## src/rtl/regfile_pkg.sv

```systemverilog
// Shared constants and types for the register-file write-port controller.
package regfile_pkg;

    localparam int REG_IDX_W = 5;
    localparam int XLEN      = 32;
    localparam int NREG      = 32;
    localparam logic [REG_IDX_W-1:0] REG_ZERO = 5'd0;

    typedef enum logic {
        INIT,
        RUN
    } wb_state_t;

    typedef struct packed {
        logic                 we;
        logic [REG_IDX_W-1:0] rd;
        logic [XLEN-1:0]      data;
    } wb_req_t;

endpackage

```

## src/rtl/regfile_scoreboard.sv

```systemverilog
// Busy vector of registers awaiting an MDU result, with three combinational lookups.
module regfile_scoreboard
    import regfile_pkg::*;
(
    input  logic                 clk,
    input  logic                 rst,
    input  logic                 set_en,
    input  logic [REG_IDX_W-1:0] set_idx,
    input  logic                 clr_en,
    input  logic [REG_IDX_W-1:0] clr_idx,
    input  logic [REG_IDX_W-1:0] rs1,
    input  logic [REG_IDX_W-1:0] rs2,
    input  logic [REG_IDX_W-1:0] rd,
    output logic                 busy_rs1,
    output logic                 busy_rs2,
    output logic                 busy_rd
);

    logic [NREG-1:0] busy;

    // Set is applied after clear so a same-index set/clear leaves the bit busy.
    always_ff @(posedge clk) begin
        if (rst) begin
            busy <= '0;
        end else begin
            if (clr_en) busy[clr_idx] <= 1'b0;
            if (set_en) busy[set_idx] <= 1'b1;
            busy[REG_ZERO] <= 1'b0;
        end
    end

    assign busy_rs1 = busy[rs1];
    assign busy_rs2 = busy[rs2];
    assign busy_rd  = busy[rd];

endmodule

```

## src/rtl/regfile_wb_ctrl.sv

```systemverilog
// Register-file write-port arbiter between WB stage and MDU, with hazard scoreboard.
// Define WB_INIT_SWEEP_EN to zero x1..x31 after reset before entering RUN.
module regfile_wb_ctrl #(
    parameter int STARVE_LIMIT = 4,
    parameter int XLEN         = 32,
    parameter int NREG         = 32
) (
    input  logic                      clk_i,
    input  logic                      rst_i,
    input  logic                      pipe_we_i,
    input  logic [$clog2(NREG)-1:0]   pipe_rd_i,
    input  logic [XLEN-1:0]           pipe_data_i,
    input  logic                      mdu_valid_i,
    input  logic [$clog2(NREG)-1:0]   mdu_rd_i,
    input  logic [XLEN-1:0]           mdu_data_i,
    output logic                      mdu_ready_o,
    input  logic                      issue_valid_i,
    input  logic [$clog2(NREG)-1:0]   issue_rd_i,
    input  logic [$clog2(NREG)-1:0]   rs1_i,
    input  logic [$clog2(NREG)-1:0]   rs2_i,
    input  logic [$clog2(NREG)-1:0]   id_rd_i,
    output logic                      hazard_o,
    output logic                      pipe_stall_o,
    output logic                      rf_we_o,
    output logic [$clog2(NREG)-1:0]   rf_rd_o,
    output logic [XLEN-1:0]           rf_data_o,
    output logic                      init_done_o
);
    import regfile_pkg::*;

    localparam int IDX_W    = $clog2(NREG);
    localparam int STARVE_W = $clog2(STARVE_LIMIT + 1);

    wb_state_t           state;
    logic [STARVE_W-1:0] starve;
    logic                in_run;
    logic                take_mdu;
    wb_req_t             wr;
    logic                busy_rs1, busy_rs2, busy_rd;

`ifdef WB_INIT_SWEEP_EN
    logic [IDX_W-1:0] sweep_cnt;

    always_ff @(posedge clk_i) begin
        if (rst_i) begin
            state     <= INIT;
            sweep_cnt <= IDX_W'(1);
        end else if (state == INIT) begin
            sweep_cnt <= sweep_cnt + IDX_W'(1);
            if (sweep_cnt == IDX_W'(NREG - 1)) state <= RUN;
        end
    end
`else
    always_ff @(posedge clk_i) begin
        state <= RUN;
    end
`endif

    assign in_run   = (state == RUN);
    assign take_mdu = in_run && mdu_valid_i &&
                      (!pipe_we_i || starve == STARVE_W'(STARVE_LIMIT));

    always_ff @(posedge clk_i) begin
        if (rst_i) begin
            starve <= '0;
        end else if (!in_run || !mdu_valid_i || take_mdu) begin
            starve <= '0;
        end else if (pipe_we_i && starve != STARVE_W'(STARVE_LIMIT)) begin
            starve <= starve + STARVE_W'(1);
        end
    end

    // x0 requests still win arbitration and handshake; only the write is dropped.
    always_comb begin
        wr = '0;
        if (!in_run) begin
`ifdef WB_INIT_SWEEP_EN
            wr.we = 1'b1;
            wr.rd = sweep_cnt;
`endif
        end else if (take_mdu) begin
            wr.we   = (mdu_rd_i != REG_ZERO);
            wr.rd   = mdu_rd_i;
            wr.data = mdu_data_i;
        end else if (pipe_we_i) begin
            wr.we   = (pipe_rd_i != REG_ZERO);
            wr.rd   = pipe_rd_i;
            wr.data = pipe_data_i;
        end
    end

    regfile_scoreboard u_scoreboard (
        .clk      (clk_i),
        .rst      (rst_i),
        .set_en   (issue_valid_i && issue_rd_i != REG_ZERO),
        .set_idx  (issue_rd_i),
        .clr_en   (take_mdu),
        .clr_idx  (mdu_rd_i),
        .rs1      (rs1_i),
        .rs2      (rs2_i),
        .rd       (id_rd_i),
        .busy_rs1 (busy_rs1),
        .busy_rs2 (busy_rs2),
        .busy_rd  (busy_rd)
    );

    assign rf_we_o      = wr.we;
    assign rf_rd_o      = wr.rd;
    assign rf_data_o    = wr.data;
    assign mdu_ready_o  = take_mdu;
    assign pipe_stall_o = !in_run || (pipe_we_i && take_mdu);
    assign hazard_o     = !in_run || busy_rs1 || busy_rs2 || busy_rd;
    assign init_done_o  = in_run;

endmodule

```

## config.mk

```make
export PLATFORM = sky130hd
export DESIGN_NAME = regfile_wb_ctrl
export DESIGN_NICKNAME = d
export VERILOG_FILES = /design/src/rtl/regfile_pkg.sv /design/src/rtl/regfile_scoreboard.sv /design/src/rtl/regfile_wb_ctrl.sv
export SDC_FILE = /design/constraint.sdc
export NUM_CORES = 1
export LEC_CHECK = 0
export CAP_MARGIN = 20
export CORE_MARGIN = 10
export CORE_UTILIZATION = 35
export DETAILED_ROUTE_END_ITERATION = 16
export DONT_BUFFER_PORTS = 1
export PLACE_DENSITY = 0.62
export SLEW_MARGIN = 20
export SYNTH_ARGS = -nofsm -noshare
export SYNTH_HDL_FRONTEND = slang
export SYNTH_SLANG_ARGS = --single-unit
export TNS_END_PERCENT = 30
```

## constraint.sdc

```tcl
create_clock -name clk_i -period 1.8 [get_ports clk_i]
set_clock_uncertainty 0.1 [all_clocks]
set_input_delay 0.36 -clock clk_i [delete_from_list [all_inputs] [get_ports clk_i]]
set_output_delay 0.36 -clock clk_i [all_outputs]
set_load 0.05 [all_outputs]
```

==> results of run 1 <==
cells by family (layout without fill, tap and decap cells):
logic type	after synthesis	after routing	synth area share, %
other	1	1	0.129
adder cells (fa/ha/maj)	2	2	0.858
multiplexers	32	32	17.1
AND/OR/NAND/NOR	212	212	33.8
AO/OA/AOI/OAI	85	85	18.7
buffers and inverters	37	89	6.01
flip-flops	34	34	23.3
routing by layer:
layer | share of wire (%) | track usage, % | wire length, um
met1 | 36 | 22.6 | 4750
met2 | 54 | 31.8 | 7040
met3 | 7.5 | 4.17 | 979
met4 | 2.7 | 7.28 | 359
met5 | 0 | 0 | 0
registers in the layout, summed over array words and instances (netlist names):
name,count
u_scoreboard.busy,31
starve,3
stage by stage:
step	setup TNS [ps]	setup WS, ps	cells	utilization, %
floorplan	-6200	-431	403	-
global placement	-2820	-204	541	50.3
detailed placement	-3830	-233	541	50.3
CTS	-16580	-457	562	57.4
global route	-19640	-539	560	62.0
finish	-15370	-466	560	62.0
worst reg2reg max path: stages, from the launching register on:
cell and delay (ps):
dfxtp_2 330, inv_2 60, ha_4 130, nand2_2 50, a21bo_4 270, buf_6 140
or4b_4 530, o21ai_1 160, a21oi_1 80
power groups by stage:
stage | Sequential (mW) | Clock, mW | Combinational [mW]
6_report | 0.775 | 0.598 | 1.05
5_1_grt | 0.776 | 0.629 | 1.09
4_1_cts | 0.774 | 0.594 | 0.994
3_5_place_dp | 0.791 | 0 | 0.876
3_3_place_gp | 0.790 | 0 | 0.870
2_1_floorplan | 0.786 | 0 | 0.634
cells in the mapped netlist, drive strengths merged (3+ instances only):
master	instances	area, um^2
o41ai	11	96.3
mux2i	9	90.1
nand2b	5	31.3
a2111oi	4	36.3
o21ai	21	105
nand3b	4	30.0
nand4	3	18.8
nor3b	5	37.5
nor2b	7	43.8
dfxtp	34	681
nor2	11	41.3
nand3	42	210
buf	16	95.1
inv	7	26.3
mux2	10	116
clkbuf	14	53.8
nand2	117	439
mux4	13	293
and2	3	18.8
a21oi	34	170
o2111ai	3	26.3
a221oi	3	32.5
repair_timing:
| item | 4_1_cts | 5_1_grt |
|---|---|---|
| cloned | 5 | 1 |
| endpoints found under the setup margin | 58 | 72 |
| buffers inserted | 8 | 1 |
| pin swaps | 62 | 52 |
| gates resized for setup | 87 | 90 |
worst max path at each step:
stage	startpoint	end	slack [ps]	depth (start not counted)
finish	u_scoreboard.busy[27]	hazard_o	-470	5
global route	u_scoreboard.busy[27]	hazard_o	-540	5
CTS	u_scoreboard.busy[26]	hazard_o	-460	6
detailed placement	id_rd_i[2]	hazard_o	-230	6
global placement	rs2_i[1]	hazard_o	-200	6
floorplan	rs2_i[1]	hazard_o	-430	6
cell type report:
class                           count  share of cell area, %
Multi-Input combinational cell    332                   58.9
Inverter                            7                  0.766
Timing Repair Buffer               74                   22.2
Tap cell                          105                   2.59
Sequential cell                    34                   13.7
Clock inverter                      2                  0.247
Clock buffer                        6                   1.63
cells in the final DEF (no fill, tap or decap), drive strengths merged, types with 3 or more instances in the layout:
cell type	netlist	routed
nand2	117	117
buf	16	73
nand3	42	42
a21oi	34	34
dfxtp	34	34
o21ai	21	21
mux4	13	13
nor2	11	11
o41ai	11	11
mux2	10	10
mux2i	9	9
nor2b	7	7
clkbuf	14	7
inv	7	6
nor3b	5	5
nand2b	5	5
nand3b	4	4
a2111oi	4	4
o2111ai	3	3
nand4	3	3
and2	3	3
a221oi	3	3
==> metrics.txt, run 1 <==
WHS Path Cells 1; maximum VDD drop 0.298 mV; drt drc 0; DRT Wirelength 13100 um; share of layout cells above drive strength 1 56.0%; final hold vios 0; clock sinks 34; Setup CP Type flip-flop to primary output; minimum hold slack 36.8 ps; Int Power 1.54 mW; max_cap viols 0; Post-Syn Instances 403; CP required 1340 ps; Core Region 8180 um^2; largest buffer count on any clock path 2; syn nets 504; Seq pwr share 32.0%; via/cell ratio 6.16; ANT nets after route 0; CTS buffer count 5; Post-synth EDFFs 0; setup violators final 53; Die X 111 um; routability cong. 0.925; Clock Tree Root clkbuf_8; CP max stage cell mux4_2; fin worst setup slack -466 ps; Die Footprint 12400 um^2; Min-Delay Path Class input pin to flip-flop; Final Power 2.42 mW; initial antenna violation count 0; register area share after synthesis 23.3%; R2R cell count 8; I/O pin total 141; Hold Path End u_scoreboard.busy[10]; Logic pwr share 43.4%; slew margin rel. 50.1%; Arr. time, crit path 1810 ps; placed instance area 4110 um^2; Worst Hold Launch rst_i; GRT Resource Usage Total 18.9%; crit share post-route 126%; Synth cell types 51; Initial Util 35.7%; Clk Latency, worst-skew pair 290 ps; drt first-iter violations 280; Synth Flop Type dfxtp_1; Pre-antenna DRT Iters 5; CTS tree yes; Fill cells 652; post-synthesis cell area 2920 um^2; minimum clock period 2270 ps; Die Span Y 111 um; reg-to-reg endpoint u_scoreboard.busy[1]; failing checks negative setup slack; Worst-path clk slew 80 ps; Worst Tran Pin Value 747 ps; Largest stage delay, worst path 480 ps; hpwl dp 9250 um; vias in the first global route 3341; H-tree depth 2; FMAX 441 MHz; vias 3449; LEAKAGE 1.88 nW; largest net degree at the start of global routing 42; Final Max Slew Viols 0; Design Area, Final 5070 um^2; Sequential cell area 693 um^2; Multi-input gate area 2980 um^2; IO buf count 0; R2R Setup Slk -160 ps; Ys Warns 0; Clock power frac 24.6%; sw frac 36.3%; synthesis-to-finish area growth 73.8%; Async S/R FF share, synth 0%; crit-path max FO 4; register bit total from synthesis 34; ANT cells 0; first-pass GRT wire length 19300 um; endpoint class of the critical path primary output; CP delay by family, top multiplexers; Worst Path Buf+Inv 1; post-cts hold buffer count 0; status finished with violations; Reg2Reg Launch Point starve[0]; Critical Path Source Type flip-flop; Routed WL per cell 23.4 um; RSZ-0062 raised after global routing true; CP Cell Sequence mux4_2 -> o2111ai_1 -> and4_1 -> nand4_1 -> buf_6; remaining global-route overflow 0; PD cells 478 nW/um^2; row cnt 33; sw power 0.880 mW; final net count 555; Mean Syn Cell Area 7.23 um^2
Note: power is estimated with default switching activity, not from simulation.
==> run 2, diff against run 1 <==
Settings changed: PLACE_DENSITY 0.62 to 0.53.
==> run 2 against run 1 <==
The flow still finishes with violations (negative setup slack). Combinational power hardly changed. Sequential power hardly changed. Global-route usage is 0.078 points higher. Worst hold slack better by 3.4 ps. Clock-buffer cell count is 1 higher. Sequential share of layout area is 0.39 points lower. Via count is 1.5% higher. Flip-flop and latch count stayed put. Critical path depth is 1 higher. Non-clock buffer count is 11 higher. Die area stayed put. Critical path type unchanged.
==> metrics.txt, run 2 (synthesis results as in run 1) <==
max_cap viols 0; Finished Layout Cells 571; drt drc 0; Setup CP Type flip-flop to primary output; CTS tree yes; final hold vios 0; initial antenna violation count 0; Top reg by flops u_scoreboard.busy; CTS buffer count 5; I/O pin total 141; remaining global-route overflow 0; CP Capture Point hazard_o; Placed Cells 545; Critical Path Source Type flip-flop; commonest non-fill, non-tap cell in the layout nand2_1; largest net degree at the start of global routing 42; GRT Resource Usage Total 18.9%; R2R cell count 9; crit-path max FO 4; Die X 111 um; Min-Delay Path Class input pin to flip-flop; H-tree depth 2; ANT cells 0; FMAX 427 MHz; Place WS -285 ps; minimum hold slack 40.2 ps; failing checks negative setup slack; Final Max Slew Viols 0; setup violators final 69; IO buf count 0; fin worst setup slack -539 ps; LEAKAGE 1.98 nW; CP required 1340 ps; Die Footprint 12400 um^2; status finished with violations; Worst-path clk slew 70 ps; crit share post-route 130%; maximum VDD drop 0.258 mV; drt first-iter violations 303; routability cong. 0.904; PD cells 469 nW/um^2; row cnt 33; most frequent cells in the layout 50 x nand2_1, 35 x buf_12, 33 x a21oi_1, 30 x nand2_2, 29 x buf_4; Core Region 8180 um^2; CP Launch Point u_scoreboard.busy[16]; minimum clock period 2340 ps; Die Span Y 111 um; final net count 566; Arr. time, crit path 1880 ps; Pre-antenna DRT Iters 5; Reg2Reg Launch Point starve[1]; RSZ-0062 raised after global routing true; Largest regs u_scoreboard.busy (31), starve (3); clock sinks 34; vias in the first global route 3345; vias 3500; first-pass GRT wire length 19300 um; reg-to-reg endpoint u_scoreboard.busy[9]; R2R Setup Slk -280 ps; post-cts hold buffer count 0; Routed WL per cell 22.8 um; Clock Tree Root clkbuf_8; max FFs per register 31; share of layout cells above drive strength 1 55.8%; via/cell ratio 6.13; ANT nets after route 0; largest buffer count on any clock path 2; Worst Tran Pin Value 639 ps; hpwl dp 9220 um; Initial Util 35.7%; DRT Wirelength 13000 um; Setup TNS -18120 ps; synthesis-to-finish area growth 77.9%; Clk Latency, worst-skew pair 280 ps; endpoint class of the critical path primary output; slew margin rel. 57.3%
-- run 2: power breakdown --
group          switching [mW]  leakage, nW  internal, mW  total (mW)
clock network           0.272       0.0482         0.308       0.581
registers              0.0125        0.278         0.763       0.775
logic                   0.582         1.65         0.497        1.08
total                   0.867         1.98          1.57        2.43
-- run 2: stage by stage --
stage	cell area [um^2]	total power [mW]	utilization, %
after floorplan	3360	1.42	-
after global placement	4140	1.67	50.6
after detailed placement	4140	1.67	50.6
after CTS	4770	2.36	58.3
after global routing	5190	2.51	63.4
final	5190	2.43	63.4
-- run 2: metal layers --
metal,part of all wire [%],wire (um),global-route usage [%],vias to the layer above
met1,39,5040,23.5,1702
met3,8.3,1070,5.57,28
met4,2.4,316,5.06,0
met2,50,6560,30.9,189
li1,-,-,-,1581
met5,0,0,0,-
-- run 2: cell type report --
type                       instances  area [um^2]
multi-input combinational        332         2960
sequential                        34          689
timing repair buffer              85         1270
inverter                           7         38.8
fill                             661         2990
clock buffer                       7         86.3
clock inverter                     1         5.00
tap                              105          131
-- run 2: repair_timing --
item                                    CTS  global route
setup buffers                             8             4
cloned                                    5             3
gates resized for setup                  90            79
pin swaps                                41            53
endpoints found under the setup margin   45            72
-- run 2: worst min-delay path by stage --
stage                     startpoint                     to  slack, ps  cells past startpoint
after detailed placement       rst_i  u_scoreboard.busy[30]        340                      1
after floorplan                rst_i  u_scoreboard.busy[26]        330                      1
final                          rst_i   u_scoreboard.busy[8]         40                      1
after global routing           rst_i   u_scoreboard.busy[8]         20                      1
after global placement         rst_i   u_scoreboard.busy[2]        340                      1
after CTS                      rst_i  u_scoreboard.busy[16]         30                      1
-- run 2: worst max-delay path, stage by stage (launching register included) --
cell and delay [ps]:
dfxtp_2 350, mux4_2 460, nor2_2 100, nor4b_1 70, a311oi_2 270, nand4_1 160
buf_6 190
==> run 3, diff against run 2 <==
Settings changed: CAP_MARGIN 20 to 30.
==> results of run 3 <==
No change in the layout: final DEF, timing and power equal those of run 2.
